[src/rtl/fp_ctrl_pkg.sv]
// Shared definitions for the FP datapath sharing controller.
//   state_t   : controller FSM states
//   FP_OP_*   : ALUControl encoding of the shared `fp` datapath
//   FP_W      : operand/result width (IEEE-754 single)
package fp_ctrl_pkg;

  localparam int unsigned FP_W = 32;

  localparam logic FP_OP_ADD = 1'b0;
  localparam logic FP_OP_MUL = 1'b1;

  typedef enum logic [1:0] {
    IDLE,
    EXEC,
    RESP
  } state_t;

endpackage

[src/rtl/rr_arbiter.sv]
// Combinational round-robin arbiter.
//   req       : request vector
//   ptr       : index of the highest-priority requester
//   grant     : one-hot grant (all zero when no request)
//   grant_idx : index of the granted requester
//   any       : at least one request present
module rr_arbiter #(
  parameter  int unsigned NREQ = 2,
  localparam int unsigned IW   = (NREQ > 1) ? $clog2(NREQ) : 1
) (
  input  logic [NREQ-1:0] req,
  input  logic [IW-1:0]   ptr,
  output logic [NREQ-1:0] grant,
  output logic [IW-1:0]   grant_idx,
  output logic            any
);

  int unsigned j;

  // Scan ptr, ptr+1, ... modulo NREQ; the first requester found wins.
  always_comb begin
    grant     = '0;
    grant_idx = '0;
    any       = 1'b0;
    j         = 0;
    for (int unsigned k = 0; k < NREQ; k++) begin
      j = (32'(ptr) + k) % NREQ;
      if (!any && req[j]) begin
        any       = 1'b1;
        grant[j]  = 1'b1;
        grant_idx = IW'(j);
      end
    end
  end

endmodule

[src/rtl/fp_unit_arbiter.sv]
// Shares one combinational FP add/multiply datapath between NREQ requesters.
// The granted operands are registered and held on the datapath for LATENCY
// cycles (multicycle path), then the result is captured and returned to the
// owner over a valid/ready handshake. Arbitration is round-robin.
//   clk, reset            : clock, synchronous active-high reset
//   req_valid/req_ready   : per-requester request handshake (one-hot ready)
//   req_a/req_b/req_op    : per-requester operands, 32-bit slices
//   resp_valid/resp_ready : per-requester response handshake (one-hot valid)
//   resp_result           : shared result, qualified by resp_valid
//   fp_a/fp_b/fp_op       : registered operands driven to `fp`
//   fp_result             : `fp` result
//   busy                  : controller not idle
module fp_unit_arbiter
  import fp_ctrl_pkg::*;
#(
  parameter int unsigned NREQ    = 2,
  parameter int unsigned LATENCY = 2
) (
  input  logic                 clk,
  input  logic                 reset,
  input  logic [NREQ-1:0]      req_valid,
  output logic [NREQ-1:0]      req_ready,
  input  logic [FP_W*NREQ-1:0] req_a,
  input  logic [FP_W*NREQ-1:0] req_b,
  input  logic [NREQ-1:0]      req_op,
  output logic [NREQ-1:0]      resp_valid,
  input  logic [NREQ-1:0]      resp_ready,
  output logic [FP_W-1:0]      resp_result,
  output logic [FP_W-1:0]      fp_a,
  output logic [FP_W-1:0]      fp_b,
  output logic                 fp_op,
  input  logic [FP_W-1:0]      fp_result,
  output logic                 busy
);

  localparam int unsigned IW = (NREQ > 1) ? $clog2(NREQ) : 1;
  localparam int unsigned CW = (LATENCY > 1) ? $clog2(LATENCY) : 1;

  state_t            state_q, state_d;
  logic [IW-1:0]     rr_ptr_q;
  logic [IW-1:0]     owner_q;
  logic [CW-1:0]     cnt_q;
  logic [FP_W-1:0]   fp_a_q, fp_b_q, res_q;
  logic              fp_op_q;

  logic [NREQ-1:0]   grant;
  logic [IW-1:0]     grant_idx;
  logic              grant_any;
  logic              accept;
  logic              done;

  rr_arbiter #(.NREQ(NREQ)) u_rr (
    .req       (req_valid),
    .ptr       (rr_ptr_q),
    .grant     (grant),
    .grant_idx (grant_idx),
    .any       (grant_any)
  );

  always_comb begin
    state_d    = state_q;
    req_ready  = '0;
    resp_valid = '0;
    accept     = 1'b0;
    done       = 1'b0;
    case (state_q)
      IDLE: begin
        req_ready = grant;
        if (grant_any) begin
          accept  = 1'b1;
          state_d = EXEC;
        end
      end
      EXEC: begin
        if (cnt_q == '0) state_d = RESP;
      end
      RESP: begin
        resp_valid[owner_q] = 1'b1;
        if (resp_ready[owner_q]) begin
          done    = 1'b1;
          state_d = IDLE;
        end
      end
      default: state_d = IDLE;
    endcase
    // Reset dominates the handshake outputs in the cycle it is asserted.
    if (reset) begin
      req_ready  = '0;
      resp_valid = '0;
    end
  end

  always_ff @(posedge clk) begin
    if (reset) begin
      state_q  <= IDLE;
      rr_ptr_q <= '0;
      owner_q  <= '0;
      cnt_q    <= '0;
      fp_a_q   <= '0;
      fp_b_q   <= '0;
      fp_op_q  <= FP_OP_ADD;
      res_q    <= '0;
    end else begin
      state_q <= state_d;
      if (accept) begin
        fp_a_q  <= req_a[grant_idx*FP_W +: FP_W];
        fp_b_q  <= req_b[grant_idx*FP_W +: FP_W];
        fp_op_q <= req_op[grant_idx];
        owner_q <= grant_idx;
        cnt_q   <= CW'(LATENCY - 1);
      end
      if (state_q == EXEC) begin
        if (cnt_q != '0) cnt_q <= cnt_q - 1'b1;
        else             res_q <= fp_result;
      end
      if (done) begin
        rr_ptr_q <= (owner_q == IW'(NREQ - 1)) ? '0 : owner_q + 1'b1;
      end
    end
  end

  assign fp_a        = fp_a_q;
  assign fp_b        = fp_b_q;
  assign fp_op       = fp_op_q;
  assign resp_result = res_q;
  assign busy        = (state_q != IDLE);

endmodule

[config.mk]
export PLATFORM = sky130hd
export DESIGN_NAME = fp_unit_arbiter
export DESIGN_NICKNAME = d
export VERILOG_FILES = /design/src/rtl/fp_ctrl_pkg.sv /design/src/rtl/rr_arbiter.sv /design/src/rtl/fp_unit_arbiter.sv
export SDC_FILE = /design/constraint.sdc
export NUM_CORES = 1
export LEC_CHECK = 0
export CORE_AREA = 2 2 104 106
export CTS_CLUSTER_SIZE = 12
export DETAILED_ROUTE_END_ITERATION = 8
export DIE_AREA = 0 0 106 108
export DONT_BUFFER_PORTS = 1
export PLACE_DENSITY_LB_ADDON = 0.05
export SLEW_MARGIN = 20
export SYNTH_ARGS = -nofsm -noshare
export SYNTH_HDL_FRONTEND = slang
export SYNTH_SLANG_ARGS = --single-unit
[constraint.sdc]
create_clock -name clk -period 2.2 [get_ports clk]
set_input_delay 0.44 -clock clk [delete_from_list [all_inputs] [get_ports clk]]
set_output_delay 0.44 -clock clk [all_outputs]
set_load 0.02 [all_outputs]
**After elaboration in Yosys (flattened, before gate mapping)**

Cells that the tools add are included.

- Bits in registers: 102
- Input port bits: 168
- Output and inout bits: 102
- Logic and storage cells: 72

- Add/sub/neg operators: 3
- $lt $le $gt $ge: 7
- Eq/ne operators: 5
- Shift-type cells: 2
- Multiplexer cells: 36
- Bitwise gates (word level): 2
- Reductions and logical operators: 9

Operator list:

| kind | count |
|---|---|
| indexed part select 64 x 7 -> 32 bit | 2 |
| 2-to-1 mux 1 bit | 23 |
| 2-to-1 mux 2 bit | 9 |
| less-than comparator 1 x 2 -> 1 bit (second input constant) | 4 |
| inequality test 2 bit (second input constant) | 3 |
| case mux 2 bit (3 select lines) | 1 |
| logical AND 1 bit | 4 |
| demux 1 bit (select 1 bit) | 3 |
| greater-or-equal comparator 1 bit (second input constant) | 3 |
| AND reduction 3 bit | 1 |
| adder 1 bit (second input constant) | 2 |
| equality test 2 x 1 -> 1 bit (second input constant) | 1 |
| equality test 2 bit (second input constant) | 1 |
| zero test 2 bit | 1 |
| bitwise OR 2 bit | 1 |
| AND reduction 2 bit | 1 |
| nonzero test 2 bit | 1 |
| zero test 1 bit | 1 |
| inverter 1 bit | 1 |
| subtractor 1 bit (second input constant) | 1 |

**Depth between registers and ports, before layout**

Gate-level depths: netlist of the first run.

- Depth after elaboration: 11
- Depth in mapped cells: 7
- Depth with buffers taken out: 4

**Hierarchy**

From an unflattened synthesis of the first run, not the netlist that was laid out.

- Cell total of the unflattened synthesis: 465
- Area, all modules: 4364.2 sq um

By module, submodules not included:

| module | times used | cells each | area an instance (sq um) | sequential area each (sq um) |
|---|---|---|---|---|
| fp_unit_arbiter | 1 | 460 | 4331.7 | 2042.0 |
| rr_arbiter | 1 | 5 | 32.5 | 0.0 |

**Worst setup path after synthesis of the first run**

OpenSTA, ideal clock, no wires.

- Path kind: input-to-output
- Start point: input reset
- End point: output req_ready[0]
- Arrival time: 1.891 ns
- Required time: 1.760 ns
- Setup slack: -0.131 ns
- Stages on the path: 3
- Path buffers: 2
- Path through: buf_2 clkbuf_1 a2111oi_0

- Word-level cells in the longest chain between the ends: 1

RTL lines:

| item | RTL line | source |
|---|---|---|
| start: declaration | fp_unit_arbiter.sv:20 | `input logic reset,` |
| 2-to-1 mux 2 bit | fp_unit_arbiter.sv:87 | `if (reset) begin` |
| end: declaration | fp_unit_arbiter.sv:22 | `output logic [NREQ-1:0] req_ready,` |

No other way between the ends.

**Worst setup path in the final report of the first run**

- Start point: register state_q[1]
- End point: output req_ready[0]

- Word-level cells in the longest chain between the ends: 3

RTL lines:

| item | RTL line | source |
|---|---|---|
| start: declaration | fp_unit_arbiter.sv:39 | `state_t state_q, state_d;` |
| start signal: assignment | fp_unit_arbiter.sv:104 | `state_q <= state_d;` |
| zero test 2 bit | fp_unit_arbiter.sv:66 | `case (state_q)` |
| 2-to-1 mux 2 bit | fp_unit_arbiter.sv:66 |  |
| 2-to-1 mux 2 bit | fp_unit_arbiter.sv:87 |  |

No other way between the ends.

==> qor_table.md, run 1 <==
| Item | Value | Unit |
| --- | --- | --- |
| Crit. End Element | output pin | - |
| Class of the most critical hold timing path | input port to register | - |
| Count of buffers inserted at the top-level ports | 0 | - |
| Result of the run | completed | - |
| Number of buffers on the longest clock path | 2 | - |
| Highest ir drop seen on vdd | 0.334 | mV |
| Avg Synthesized Cell Area | 8.97 | µm² |
| Cts hold-fix bufs | 0 | - |
| Buffers inserted by post-CTS timing repair | 0 | - |
| Top library cells by usage in the layout, fill and taps aside | dfxtp_1 (102), a21oi_1 (73), nand3_1 (67) | - |
| Post-synthesis to final-layout area growth | 3.03 | % |
| Worst setup path startpoint | state_q[1] | - |
| Layout cell share with drive strength beyond 1 | 0.230 | - |
| Max Transition Viols Final | 0 | - |
| Largest family of logic cells by synthesized area | compound AO/OA/AOI/OAI gates | - |
| Starting utilization of the core area | 0.492 | - |
| Compound-gate portion of the synthesized area | 0.367 | - |
| Via Count | 4236 | - |
| Antenna violations before repair | 0 | - |
| Most common cell after layout, fill and taps aside | dfxtp_1 | - |
| Number of top-level pins | 270 | - |
| Final worst clock skew | 0.0108 | ns |
| Vias per inst | 6.40 | - |
| Setup repair after global routing missed its margin | false | - |
| Power density cells | 894 | nW/µm² |
| Clock tree from TritonCTS | built | - |
| Final antenna diode count | 0 | - |
| Count of distinct cell types in the synthesized netlist | 33 | - |
| Sequential area share after synthesis | 0.406 | - |
| H-tree levels | 3 | - |
| Avg WL per Cell | 21.8 | µm |
| Flip-flop and latch count after synthesis | 102 | - |
| Root Buffer | clkbuf_8 | - |
| Startpoint of the worst register-to-register path | state_q[1] | - |
| Number of CTS-inserted buffers | 9 | - |
| Portion of the clock cycle consumed by the worst path in the final layout | 0.950 | - |
| Post-route setup TNS | 0 | ns |
| Category of the critical setup timing path | register to output pin | - |
| Clock Pin Slew Worst Setup and Hold Paths | 0.10 | ns |
| Sort of element at the start of the critical path | register | - |
| Die height | 108 | µm |
| Final setup violation count | 0 | - |
| Max stage delay on crit path | 0.41 | ns |
| Pin count of the biggest net entering global routing | 107 | - |
| Post-synthesis xor/xnor area fraction | 0 | - |
| Max frequency | 0.478 | GHz |
| Number of flops mapped to enable cells by yosys | 0 | - |
| Number of detailed-route iterations in the first pass | 5 | - |
| Number of nets in the final layout | 689 | - |
| Min-delay src | reset | - |
| Crit path required time | 1.76 | ns |
| Basic-gate share of the synthesized area counting and, or, nand and nor cells | 0.137 | - |
| Overflow left after global routing | 0 | - |
| Die width | 106 | µm |
| Post-route DRC violation count | 0 | - |
| Clock insertion delay at the later pin of the skew report | 0.36 | ns |
| Critical-path maximum fanout | 7 | - |
| Slew Limit Headroom | 0.698 | - |
| Reported leakage power | 1.60 | nW |
| Arrival time worst endpoint | 1.65 | ns |
| Cell-by-cell listing of the critical path | nor2_4, inv_2, a2111oi_1, buf_4 | - |
| Placed Instances | 646 | - |
| Cell at the slowest stage of the critical path | dfxtp_1 | - |
| Number of clock sinks seen by CTS | 102 | - |
| Share of cell area taken by muxes after synthesis | 0.00199 | - |
| Hpwl dp | 9420 | µm |
| Total nets after synthesis | 729 | - |
| Non-filler cells in the finished layout | 662 | - |
| Global-route total usage across every layer | 0.239 | - |
| Top_reg_cell synth | dfxtp_1 | - |
| Routability congestion estimate from global placement | 0.808 | - |
| Number of instances in the synthesized netlist | 561 | - |
| Global-route wire length before repair | 21900 | µm |
| Detail Route Antenna Nets | 0 | - |
| Post-cts gate resize count | 0 | - |
| Vias in the first global route | 4099 | - |
| Synth Area in Adders | 0 | - |
| Number of rows in the core area | 37 | - |
| Wire length reported by the detailed router | 14400 | µm |
| Core region area | 10200 | µm² |
| Die area | 11400 | µm² |
| Asr flop ratio synth | 0 | - |
| Number of failing hold endpoints at the final stage | 0 | - |
| Post-Synthesis Cell Area | 5030 | µm² |
| Hold Worst Slack | 0.153 | ns |
| Detailed router's first-iteration violation count | 315 | - |
| Min cycle time layout | 2.09 | ns |
| Worst-Margin Slew | 0.453 | ns |
| Synth warnings | 0 | - |
| Count of maximum capacitance violations | 0 | - |
[worst paths after layout]
check	slack, ns	endpoint	cells after the start
max	0.11	req_ready[0]	4
min	0.15	fp_op	1
max reg2reg	0.53	fp_b[30]	5
min reg2reg	0.55	owner_q	2
[report_power, final]
part / total (mW) / leakage (nW) / switching [mW] / internal [mW]
Sequential: 2.50 / 0.842 / 0.434 / 2.06
Clock: 1.23 / 0.0982 / 0.686 / 0.541
Combinational: 0.910 / 0.656 / 0.539 / 0.371
[registers in the layout, indices dropped and copies added, names as in the netlist]
register / flops
resp_result: 32
state_q: 2
cnt_q: 1
rr_ptr_q: 1
fp_a: 32
fp_b: 32
owner_q: 1
fp_op: 1
[stage by stage]
step,util,setup WS (ns),power [mW],cell area [µm²]
after floorplan,-,0.116,3.33,5030
after global placement,0.487,0.564,3.43,4980
after detailed placement,0.487,0.495,3.46,4980
after CTS,0.507,0.0774,4.69,5180
after global routing,0.507,0.000641,4.88,5180
final,0.507,0.110,4.64,5180
[per-layer routing]
| layer | wire, µm | global-route usage |
|---|---|---|
| met1 | 5610 | 0.284 |
| met2 | 7040 | 0.405 |
| met3 | 1360 | 0.0729 |
| met4 | 421 | 0.0940 |
| met5 | 0 | 0 |
[layout make-up]
class | count | area, µm²
clock inverter | 7 | 78.8
fill | 989 | 5050
tap | 136 | 170
clock buffer | 9 | 124
multi-input combinational | 384 | 2570
inverter | 5 | 18.8
sequential | 102 | 2040
timing repair buffer | 19 | 180
[kinds of logic (layout without fill, tap and decap cells)]
family | Yosys count | in the layout
flops | 102 | 102
compound gates | 235 | 235
simple gates | 148 | 148
mux | 1 | 1
buf+inv | 75 | 40
[worst max-delay path, delay by kind of cell, from the launching register on]
family,cells,cell delay [ns]
buf+inv,2,0.31
simple gates,1,0.18
compound gates,1,0.39
flops,1,0.41
[cell usage after synthesis (2+ instances only)]
master | n | area share
a2111oi_0 | 2 | 0.0035
a21oi_1 | 73 | 0.073
a21oi_2 | 28 | 0.049
a311oi_1 | 15 | 0.026
a311oi_2 | 50 | 0.15
buf_2 | 23 | 0.023
buf_4 | 15 | 0.022
buf_6 | 8 | 0.018
clkbuf_1 | 21 | 0.016
dfxtp_1 | 102 | 0.41
inv_1 | 3 | 0.0022
inv_2 | 2 | 0.0015
nand2_1 | 65 | 0.048
nand2b_1 | 2 | 0.0025
nand3_1 | 67 | 0.067
nor2_1 | 3 | 0.0022
nor3_1 | 2 | 0.0020
o21ai_0 | 62 | 0.062
o21ai_1 | 4 | 0.0040
Power figures use the tool's default switching activity.
==> run 2, diff against run 1 <==
--- a/config.mk
+++ b/config.mk
@@ -5,6 +5,7 @@
 export SDC_FILE = /design/constraint.sdc
 export NUM_CORES = 1
 export LEC_CHECK = 0
+export CAP_MARGIN = 20
 export CORE_AREA = 2 2 104 106
 export CTS_CLUSTER_SIZE = 12
 export DETAILED_ROUTE_END_ITERATION = 8
==> constraint.sdc (replaced) <==
create_clock -name clk -period 2.2 [get_ports clk]
set_input_delay 0.44 -clock clk [delete_from_list [all_inputs] [get_ports clk]]
set_output_delay 0.44 -clock clk [all_outputs]
set_load 0.005 [all_outputs]
==> run 2 against run 1 <==
  * Sequential share of layout area is 0.28 points higher
  * Die area stayed put
  * Sequential power is 9.2% lower
  * First-iteration DRC count is 4.1% higher
  * Highest routed layer unchanged
  * Register-to-register slack worse by 0.21 ns
  * Total power is 6.1% lower
  * Hold slack worse by 0.040 ns
  * Clock skew is 0.0039 ns higher
  * Critical path depth stayed put
  * Setup slack better by 0.085 ns
  * Combinational power is 1% lower
  * Design area is 0.70% lower
==> qor_table.md, run 2 (synthesis gave the netlist of run 1 again) <==
| Item | Value | Unit | Change |
| --- | --- | --- | --- |
| Critical-path maximum fanout | 7 | - | unchanged |
| Result of the run | completed | - |  |
| Non-filler cells in the finished layout | 657 | - | -0.76% |
| Global-route total usage across every layer | 0.244 | - | +0.00545 |
| Cell at the slowest stage of the critical path | dfxtp_1 | - |  |
| Number of CTS-inserted buffers | 9 | - | unchanged |
| Most common cell after layout, fill and taps aside | dfxtp_1 | - |  |
| Post-synthesis to final-layout area growth | 2.31 | % |  |
| Number of clock sinks seen by CTS | 102 | - | unchanged |
| Vias per inst | 6.46 | - | +0.88% |
| Class of the most critical hold timing path | input port to register | - |  |
| Worst-Margin Slew | 0.902 | ns | +0.449 ns |
| Cts hold-fix bufs | 0 | - | unchanged |
| Detail Route Antenna Nets | 0 | - | unchanged |
| Arrival time worst endpoint | 1.56 | ns | -0.09 ns |
| Wire length reported by the detailed router | 14800 | µm | +2.5% |
| Sort of element at the start of the critical path | register | - |  |
| Avg WL per Cell | 22.5 | µm | +3.3% |
| Core region area | 10200 | µm² | unchanged |
| Count of maximum capacitance violations | 0 | - | unchanged |
| Root Buffer | clkbuf_8 | - |  |
| Portion of the clock cycle consumed by the worst path in the final layout | 0.911 | - | -0.0388 |
| Post-route DRC violation count | 0 | - | unchanged |
| Cell depth of the worst flop-to-flop path | 4 | - | -1 |
| Final antenna diode count | 0 | - | unchanged |
| Max stage delay on crit path | 0.41 | ns | about the same |
| Clock Pin Slew Worst Setup and Hold Paths | 0.11 | ns | about the same |
| Final worst clock skew | 0.0147 | ns | +0.00388 ns |
| Die height | 108 | µm | unchanged |
| Die area | 11400 | µm² | unchanged |
| Hpwl dp | 9400 | µm | -0.16% |
| Cell Area, Placed | 4960 | µm² | -0.53% |
| Detailed router's first-iteration violation count | 328 | - | +4.1% |
| Clock insertion delay at the later pin of the skew report | 0.38 | ns | +0.02 ns |
| Category of the critical setup timing path | register to output pin | - |  |
| Pin count of the biggest net entering global routing | 107 | - | unchanged |
| Total power | 4.35 | mW | -6.1% |
| Starting utilization of the core area | 0.492 | - | unchanged |
| Crit path required time | 1.76 | ns | about the same |
| Number of cells on the worst hold path | 1 | - | unchanged |
| Final setup violation count | 0 | - | unchanged |
| Clock tree from TritonCTS | built | - |  |
| Layout cell share with drive strength beyond 1 | 0.223 | - | -0.00739 |
| Highest ir drop seen on vdd | 0.322 | mV | -3.5% |
| Power density cells | 845 | nW/µm² | -5.5% |
| Number of rows in the core area | 37 | - | unchanged |
| Top library cells by usage in the layout, fill and taps aside | dfxtp_1 (102), a21oi_1 (73), nand3_1 (67) | - |  |
| Reported leakage power | 1.57 | nW | -1.9% |
| Buffers inserted by post-CTS timing repair | 0 | - | unchanged |
| Cell-by-cell listing of the critical path | nor2_4, inv_2, a2111oi_1, buf_4 | - |  |
| Cell area after layout | 5150 | µm² | -0.70% |
| Max Transition Viols Final | 0 | - | unchanged |
| Max frequency | 0.499 | GHz | +4.3% |
| Setup repair after global routing missed its margin | false | - |  |
| Number of nets in the final layout | 684 | - | -0.73% |
| Global-route wire length before repair | 22200 | µm | +1.5% |
| Number of top-level pins | 270 | - | unchanged |
| Crit. End Element | output pin | - |  |
| Number of detailed-route iterations in the first pass | 4 | - | -1 |
| Count of buffers inserted at the top-level ports | 0 | - | unchanged |
| Antenna violations before repair | 0 | - | unchanged |
| Vias in the first global route | 4113 | - | +0.34% |
| Min cycle time layout | 2.00 | ns | -0.0854 ns |
| Via Count | 4241 | - | +0.12% |
| H-tree levels | 3 | - | unchanged |
| Routability congestion estimate from global placement | 0.787 | - | -2.7% |
| Placed Instances | 641 | - | -0.77% |
| Die width | 106 | µm | unchanged |
| Number of buffers on the longest clock path | 2 | - | unchanged |
| Number of failing hold endpoints at the final stage | 0 | - | unchanged |
| Post-route setup TNS | 0 | ns | unchanged |
| Overflow left after global routing | 0 | - | unchanged |
| Slew Limit Headroom | 0.399 | - | -0.299 |
run 2: metrics by stage:
stage / worst slack (ns) / util / hold slack, ns
2_1_floorplan: 0.545 / - / 0.453
3_3_place_gp: 0.460 / 0.484 / 0.457
3_5_place_dp: 0.355 / 0.484 / 0.463
4_1_cts: 0.139 / 0.503 / 0.103
5_1_grt: 0.0351 / 0.503 / 0.0819
6_report: 0.195 / 0.503 / 0.113
run 2: path summary, 6_finish.rpt:
| path | slack [ns] | end | start |
|---|---|---|---|
| worst max-delay path | 0.20 | req_ready[0] | state_q[1] |
| worst min-delay path | 0.11 | fp_a[0] | reset |
| worst max register to register | 0.32 | fp_b[6] | state_q[1] |
| worst min register to register | 0.48 | resp_result[19] | resp_result[19] |
run 2: timing repair:
item                                    CTS  global route
endpoints found under the setup margin    0             1
gates resized for setup                   0             1
endpoints found under the hold margin     0             0
run 2: final cells by class:
class | instances | area, µm²
Tap cell | 136 | 170
Timing Repair Buffer | 14 | 155
Inverter | 5 | 18.8
Multi-Input combinational cell | 384 | 2570
Fill cell | 986 | 5080
Sequential cell | 102 | 2040
Clock buffer | 10 | 138
Clock inverter | 6 | 53.8
run 2: worst max-delay path, delay by kind of cell, from the launching register on:
| kind | cells | cell delay, ns |
|---|---|---|
| simple gates | 1 | 0.15 |
| buf+inv | 2 | 0.27 |
| flops | 1 | 0.41 |
| compound gates | 1 | 0.37 |
run 2: report_power, final:
group	total [mW]	internal (mW)	switching [mW]
Combinational	0.901	0.364	0.536
Sequential	2.27	2.07	0.201
Clock	1.18	0.461	0.723
run 2: metal layers:
layer  up-vias  share of wire  GRT usage
li1       1976              -          -
met1      2040           0.39      0.296
met2       200           0.50      0.412
met3        25          0.090     0.0832
met4         0          0.021     0.0761
met5         -              0          0
==> run 3, diff against run 2 <==
--- a/config.mk
+++ b/config.mk
@@ -7,6 +7,7 @@
 export LEC_CHECK = 0
 export CAP_MARGIN = 20
 export CORE_AREA = 2 2 104 106
+export CTS_BUF_LIST = sky130_fd_sc_hd__clkbuf_8
 export CTS_CLUSTER_SIZE = 12
 export DETAILED_ROUTE_END_ITERATION = 8
 export DIE_AREA = 0 0 106 108
==> results of run 3 <==
No change in the layout: final DEF, timing and power equal those of run 2.
